File: src/rtl/apb_pkg.sv
// ============================================================================
//  Package : apb_pkg
//  Shared state encoding, data width and response record for the APB initiator.
//  Revision: 1.0
// ============================================================================
`default_nettype none

package apb_pkg;

    localparam int APB_DATA_WIDTH = 32;

    typedef enum logic [1:0] {
        IDLE   = 2'd0,
        SETUP  = 2'd1,
        ACCESS = 2'd2
    } apb_state_t;

    typedef struct packed {
        logic [APB_DATA_WIDTH-1:0] rdata;
        logic                      err;
        logic                      timeout;
    } apb_rsp_t;

endpackage

`default_nettype wire

File: src/rtl/apb_request_master.sv
// ============================================================================
//  Module  : apb_request_master
//  Valid/ready request channel to APB SETUP/ACCESS transfers, one outstanding.
//  Revision: 1.0
// ============================================================================
`default_nettype none

module apb_request_master
    import apb_pkg::*;
#(
    parameter int APB_ADDR_WIDTH = 12,
    parameter int TIMEOUT_CYCLES = 256
) (
    input  logic                      HCLK,
    input  logic                      HRESET,
    input  logic                      req_valid_i,
    output logic                      req_ready_o,
    input  logic [APB_ADDR_WIDTH-1:0] req_addr_i,
    input  logic [APB_DATA_WIDTH-1:0] req_wdata_i,
    input  logic                      req_write_i,
    output logic                      rsp_valid_o,
    input  logic                      rsp_ready_i,
    output logic [APB_DATA_WIDTH-1:0] rsp_rdata_o,
    output logic                      rsp_err_o,
    output logic                      rsp_timeout_o,
    output logic [APB_ADDR_WIDTH-1:0] PADDR,
    output logic [APB_DATA_WIDTH-1:0] PWDATA,
    output logic                      PWRITE,
    output logic                      PSEL,
    output logic                      PENABLE,
    input  logic [APB_DATA_WIDTH-1:0] PRDATA,
    input  logic                      PREADY,
    input  logic                      PSLVERR
);

    localparam int CNT_W = (TIMEOUT_CYCLES > 0) ? $clog2(TIMEOUT_CYCLES + 1) : 1;
    localparam logic [CNT_W-1:0] TO_LIMIT = CNT_W'(TIMEOUT_CYCLES);

    apb_state_t                state_q, state_d;
    logic [APB_ADDR_WIDTH-1:0] paddr_q, paddr_d;
    logic [APB_DATA_WIDTH-1:0] pwdata_q, pwdata_d;
    logic                      pwrite_q, pwrite_d;
    logic [CNT_W-1:0]          cnt_q, cnt_d;
    apb_rsp_t                  rsp_q, rsp_d;
    logic                      rsp_valid_q, rsp_valid_d;

    logic [CNT_W-1:0]          cnt_inc;
    logic                      timeout_hit;
    logic                      accept;

    // Ready is forced low during reset so every output reads 0 while HRESET is held.
    assign req_ready_o = !HRESET && (state_q == IDLE) && (!rsp_valid_q || rsp_ready_i);
    assign accept      = req_valid_i && req_ready_o;

    assign cnt_inc     = cnt_q + CNT_W'(1);
    assign timeout_hit = (TIMEOUT_CYCLES != 0) && (cnt_inc == TO_LIMIT);

    always_comb begin
        state_d     = state_q;
        paddr_d     = paddr_q;
        pwdata_d    = pwdata_q;
        pwrite_d    = pwrite_q;
        cnt_d       = cnt_q;
        rsp_d       = rsp_q;
        rsp_valid_d = rsp_valid_q && !rsp_ready_i;

        case (state_q)
            IDLE: begin
                if (accept) begin
                    paddr_d  = req_addr_i;
                    pwdata_d = req_wdata_i;
                    pwrite_d = req_write_i;
                    cnt_d    = '0;
                    state_d  = SETUP;
                end
            end
            SETUP: begin
                state_d = ACCESS;
            end
            ACCESS: begin
                // A ready slave wins over a timeout landing in the same cycle.
                if (PREADY) begin
                    rsp_d.rdata   = pwrite_q ? '0 : PRDATA;
                    rsp_d.err     = PSLVERR;
                    rsp_d.timeout = 1'b0;
                    rsp_valid_d   = 1'b1;
                    state_d       = IDLE;
                end else if (timeout_hit) begin
                    rsp_d.rdata   = '0;
                    rsp_d.err     = 1'b1;
                    rsp_d.timeout = 1'b1;
                    rsp_valid_d   = 1'b1;
                    state_d       = IDLE;
                end else if (TIMEOUT_CYCLES != 0) begin
                    cnt_d = cnt_inc;
                end
            end
            default: begin
                state_d = IDLE;
            end
        endcase
    end

    always_ff @(posedge HCLK or posedge HRESET) begin
        if (HRESET) begin
            state_q     <= IDLE;
            paddr_q     <= '0;
            pwdata_q    <= '0;
            pwrite_q    <= 1'b0;
            cnt_q       <= '0;
            rsp_q       <= '0;
            rsp_valid_q <= 1'b0;
        end else begin
            state_q     <= state_d;
            paddr_q     <= paddr_d;
            pwdata_q    <= pwdata_d;
            pwrite_q    <= pwrite_d;
            cnt_q       <= cnt_d;
            rsp_q       <= rsp_d;
            rsp_valid_q <= rsp_valid_d;
        end
    end

    assign PADDR         = paddr_q;
    assign PWDATA        = pwdata_q;
    assign PWRITE        = pwrite_q;
    assign PSEL          = (state_q != IDLE);
    assign PENABLE       = (state_q == ACCESS);
    assign rsp_valid_o   = rsp_valid_q;
    assign rsp_rdata_o   = rsp_q.rdata;
    assign rsp_err_o     = rsp_q.err;
    assign rsp_timeout_o = rsp_q.timeout;

endmodule

`default_nettype wire

File: config.mk
export PLATFORM = sky130hd
export DESIGN_NAME = apb_request_master
export DESIGN_NICKNAME = d
export VERILOG_FILES = /design/src/rtl/apb_pkg.sv /design/src/rtl/apb_request_master.sv
export SDC_FILE = /design/constraint.sdc
export NUM_CORES = 1
export LEC_CHECK = 0
export BUFFER_PORTS_ARGS = -buffer_cell sky130_fd_sc_hd__buf_2
export CORE_MARGIN = 1.5
export CORE_UTILIZATION = 42
export DETAILED_ROUTE_END_ITERATION = 6
export GPL_ROUTABILITY_DRIVEN = 0
export PLACE_DENSITY = 0.72
export SLEW_MARGIN = 30
export SYNTH_ARGS = -nofsm -noshare
export SYNTH_HDL_FRONTEND = slang
export SYNTH_SLANG_ARGS = --single-unit
File: constraint.sdc
create_clock -name HCLK -period 2.7 [get_ports HCLK]
set_input_delay 0.135 -clock HCLK [delete_from_list [all_inputs] [get_ports HCLK]]
set_output_delay 0.135 -clock HCLK [all_outputs]
set_load 0.02 [all_outputs]
==> flow_summary.toml <==
[cts]
cts_buffers = 9
clockBufferDepth = 2
clkSinkCount = 91
htreeDepth = 3
cts_setup_buffers = 0
cts.repair.resized = 0
cts_tree = "yes"
root_buffer = "clkbuf_8"
path_clk_slew_ns = 0.10
clk_latency_ns = 0.36

[critical_path]
critPathMaxFanout = 34
worstSetupStartpoint = "cnt_q[3]"
crit_path_start_kind = "register"
cp_cell_sequence = "or4_1, nor4_2, or2_2, o21ai_2, buf_4, a22o_1"
r2r_cells = 6
max_stage_delay_ns = 0.59
worst_setup_path_end_kind = "register"
r2r-end = "rsp_rdata_o[3]"
cpMaxStageDelayCell = "or4_1"
r2r_slack_ns = 0.54
crit_type = "register to register"
critPathBufInv = 1
arrival_ns = 2.41
critical_path.top_delay_family = "simple AND/OR/NAND/NOR gates"
rr_startpoint = "cnt_q[3]"
cp.required_ns = 2.94

[drt]
postRouteAntennaNets = 0
drc = 0
routed_wl_um = 10700
vias_per_cell = 4.98
wire_per_inst_um = 15.3
drt_iter0_drc = 190
drt_first_pass_iters = 4
vias = 3488

[synth]
synth.most_common_cell = "nand2_1"
syn_avg_cell_area_um2 = 10.4
ys_ff_latch = 91
ys_top_cells_by_area = "dfrtp_1, nand2_1, a22o_1"
synthArstFlopShare_pct = 100
synth_top_area_share_pct = 62.5
yosysWarnings = 0
synth-main-ff-cell = "dfrtp_1"
synthTopCellsByCount = "nand2_1, dfrtp_1, a22o_1, clkbuf_1"
synth_seq_area_share_pct = 62.5
yosysTopAreaCell = "dfrtp_1"
synth_area_mm2 = 0.00364
synth_fp_nets = 435
postSynthCellCount = 351
yosysUniqueCellTypes = 41
synth_edf_count = 0

[power]
peakVddDrop_v = 0.000434
powerDensity_mw_per_mm2 = 923
p_leak_uw = 0.00298

[die]
die_h_um = 96.1
num_rows = 33
start_util_pct = 43.9
core_mm2 = 0.00830
die_w_um = 96.1
die-area_mm2 = 0.00924
boundaryPins = 166

[global_routing]
grt_pass1_vias = 3462
grt_max_degree = 52
use_met2_pct = 38.9
met1_usage_pct = 28.6
antenna_found_initial = 0
grt_util_met3_pct = 6.71
grt_pass1_wl_um = 16400
gr-max-usage-layer = "met2"
grtUsageTotal_pct = 23.4
overflow = 0

[place]
portBuffers = 165
placed_cell_area_mm2 = 0.00453
place_hpwl_um = 6390

[sta]
fmax_ghz = 0.462
rsz0062_at_grt = "false"
min_period_ns = 2.16
finalHoldViolations = 0
relSlewSlack_pct = 49.5
fin_worst_skew_ns = 0.0139
setup_tns_ns = 0
worstMarginPinSlew_ns = 0.756
setup_viol = 0
min_period_over_period_pct = 80.1
holdWs_ns = 0.0179
drv_slew = 0

[worst_hold_path]
hold_path_end = "rsp_rdata_o[11]"
min-delay-start = "PRDATA[11]"
hold_depth = 2
hold_path.class = "input pin to register"

[layout]
nNetsFinal = 674
fin_area_mm2 = 0.00548
final_layout_size_suffix_gt1_share_pct = 33.9
syn_to_final_growth_pct = 50.4
antennaDiodeCount = 0
fillers = 610

[run_status]
run_status = "completed"

[run]
cap_viol_max_count = 0
-- worst max-delay path by stage --
stage / cells past startpoint / slack (ns) / to
6_report: 6 / 0.54 / rsp_rdata_o[3]
2_1_floorplan: 6 / 0.02 / PADDR[10]
5_1_grt: 6 / 0.44 / cnt_q[8]
4_1_cts: 6 / 0.56 / rsp_rdata_o[11]
3_3_place_gp: 6 / 0.63 / rsp_rdata_o[5]
3_5_place_dp: 6 / 0.57 / rsp_rdata_o[26]
-- metal layers --
metal	wire [um]	vias up
met4	246	0
met5	0	-
li1	-	1654
met1	4220	1666
met2	5570	143
met3	677	25
-- power breakdown --
group | internal [uW] | switching [uW] | leakage [uW] | total [uW]
Clock | 347 | 502 | 0.0000852 | 849
Combinational | 779 | 1230 | 0.00174 | 2010
Sequential | 1870 | 334 | 0.00116 | 2200
Total | 3000 | 2060 | 0.00298 | 5060
-- sequential cells by signal, summed over array words and instances, names as in the netlist --
name,count
rsp_err_o,1
cnt_q,9
PADDR,12
PWRITE,1
rsp_rdata_o,32
PWDATA,32
rsp_valid_o,1
rsp_timeout_o,1
state_q,2
-- through the flow --
step                util (%)  setup WS, ns  std cells  total power, uW
global route            66.0         0.443        700             5370
CTS                     66.0         0.563        700             5060
global placement        54.5         0.630        607             4060
floorplan                  -        0.0220        351             3390
detailed placement      54.6         0.574        607             4110
finish                  66.0         0.538        700             5060
-- layout make-up --
type | instances | area, um2 | share of cell area, %
Sequential cell | 91 | 2280 | 41.6
Inverter | 9 | 37.5 | 0.685
Tap cell | 105 | 131 | 2.40
Timing Repair Buffer | 247 | 1630 | 29.8
Clock inverter | 6 | 48.8 | 0.891
Multi-Input combinational cell | 232 | 1220 | 22.3
Clock buffer | 10 | 128 | 2.33
-- cell usage in the layout (no fill, tap or decap), types with 2 or more instances in the layout --
| cell | instances |
|---|---|
| a211o_1 | 4 |
| a21oi_1 | 5 |
| a22o_1 | 32 |
| and3_1 | 2 |
| and3_2 | 3 |
| buf_2 | 165 |
| buf_4 | 5 |
| clkbuf_8 | 9 |
| clkinvlp_4 | 3 |
| dfrtp_1 | 91 |
| dlygate4sd3_1 | 77 |
| inv_1 | 6 |
| inv_6 | 2 |
| nand2_1 | 139 |
| nand3_1 | 6 |
| nor2_1 | 4 |
| nor3_1 | 2 |
| nor4_1 | 7 |
| o21ai_0 | 3 |
| o2bb2ai_1 | 2 |
| or2_2 | 2 |
| or2b_2 | 2 |
| or4_1 | 2 |
-- what timing repair did --
action	CTS	global route
endpoints found under the setup margin	0	0
hold buffers	77	0
endpoints found under the hold margin	116	0
-- cell families after synthesis --
kind of cell	after synthesis	share of synthesized area, %
simple gates	180	21.6
fa+ha+maj	1	0.344
compound gates	51	11.3
flops	91	62.5
buf+inv	28	4.12
-- worst reg2reg max path: cells and delay by family (launching register included) --
| kind | cells | cell delay (ns) |
|---|---|---|
| buffers and inverters | 1 | 0.25 |
| AOI/OAI and AO/OA | 2 | 0.34 |
| and+or+nand+nor | 3 | 1.02 |
| DFF | 1 | 0.46 |
Note: power is estimated with default switching activity, not from simulation.
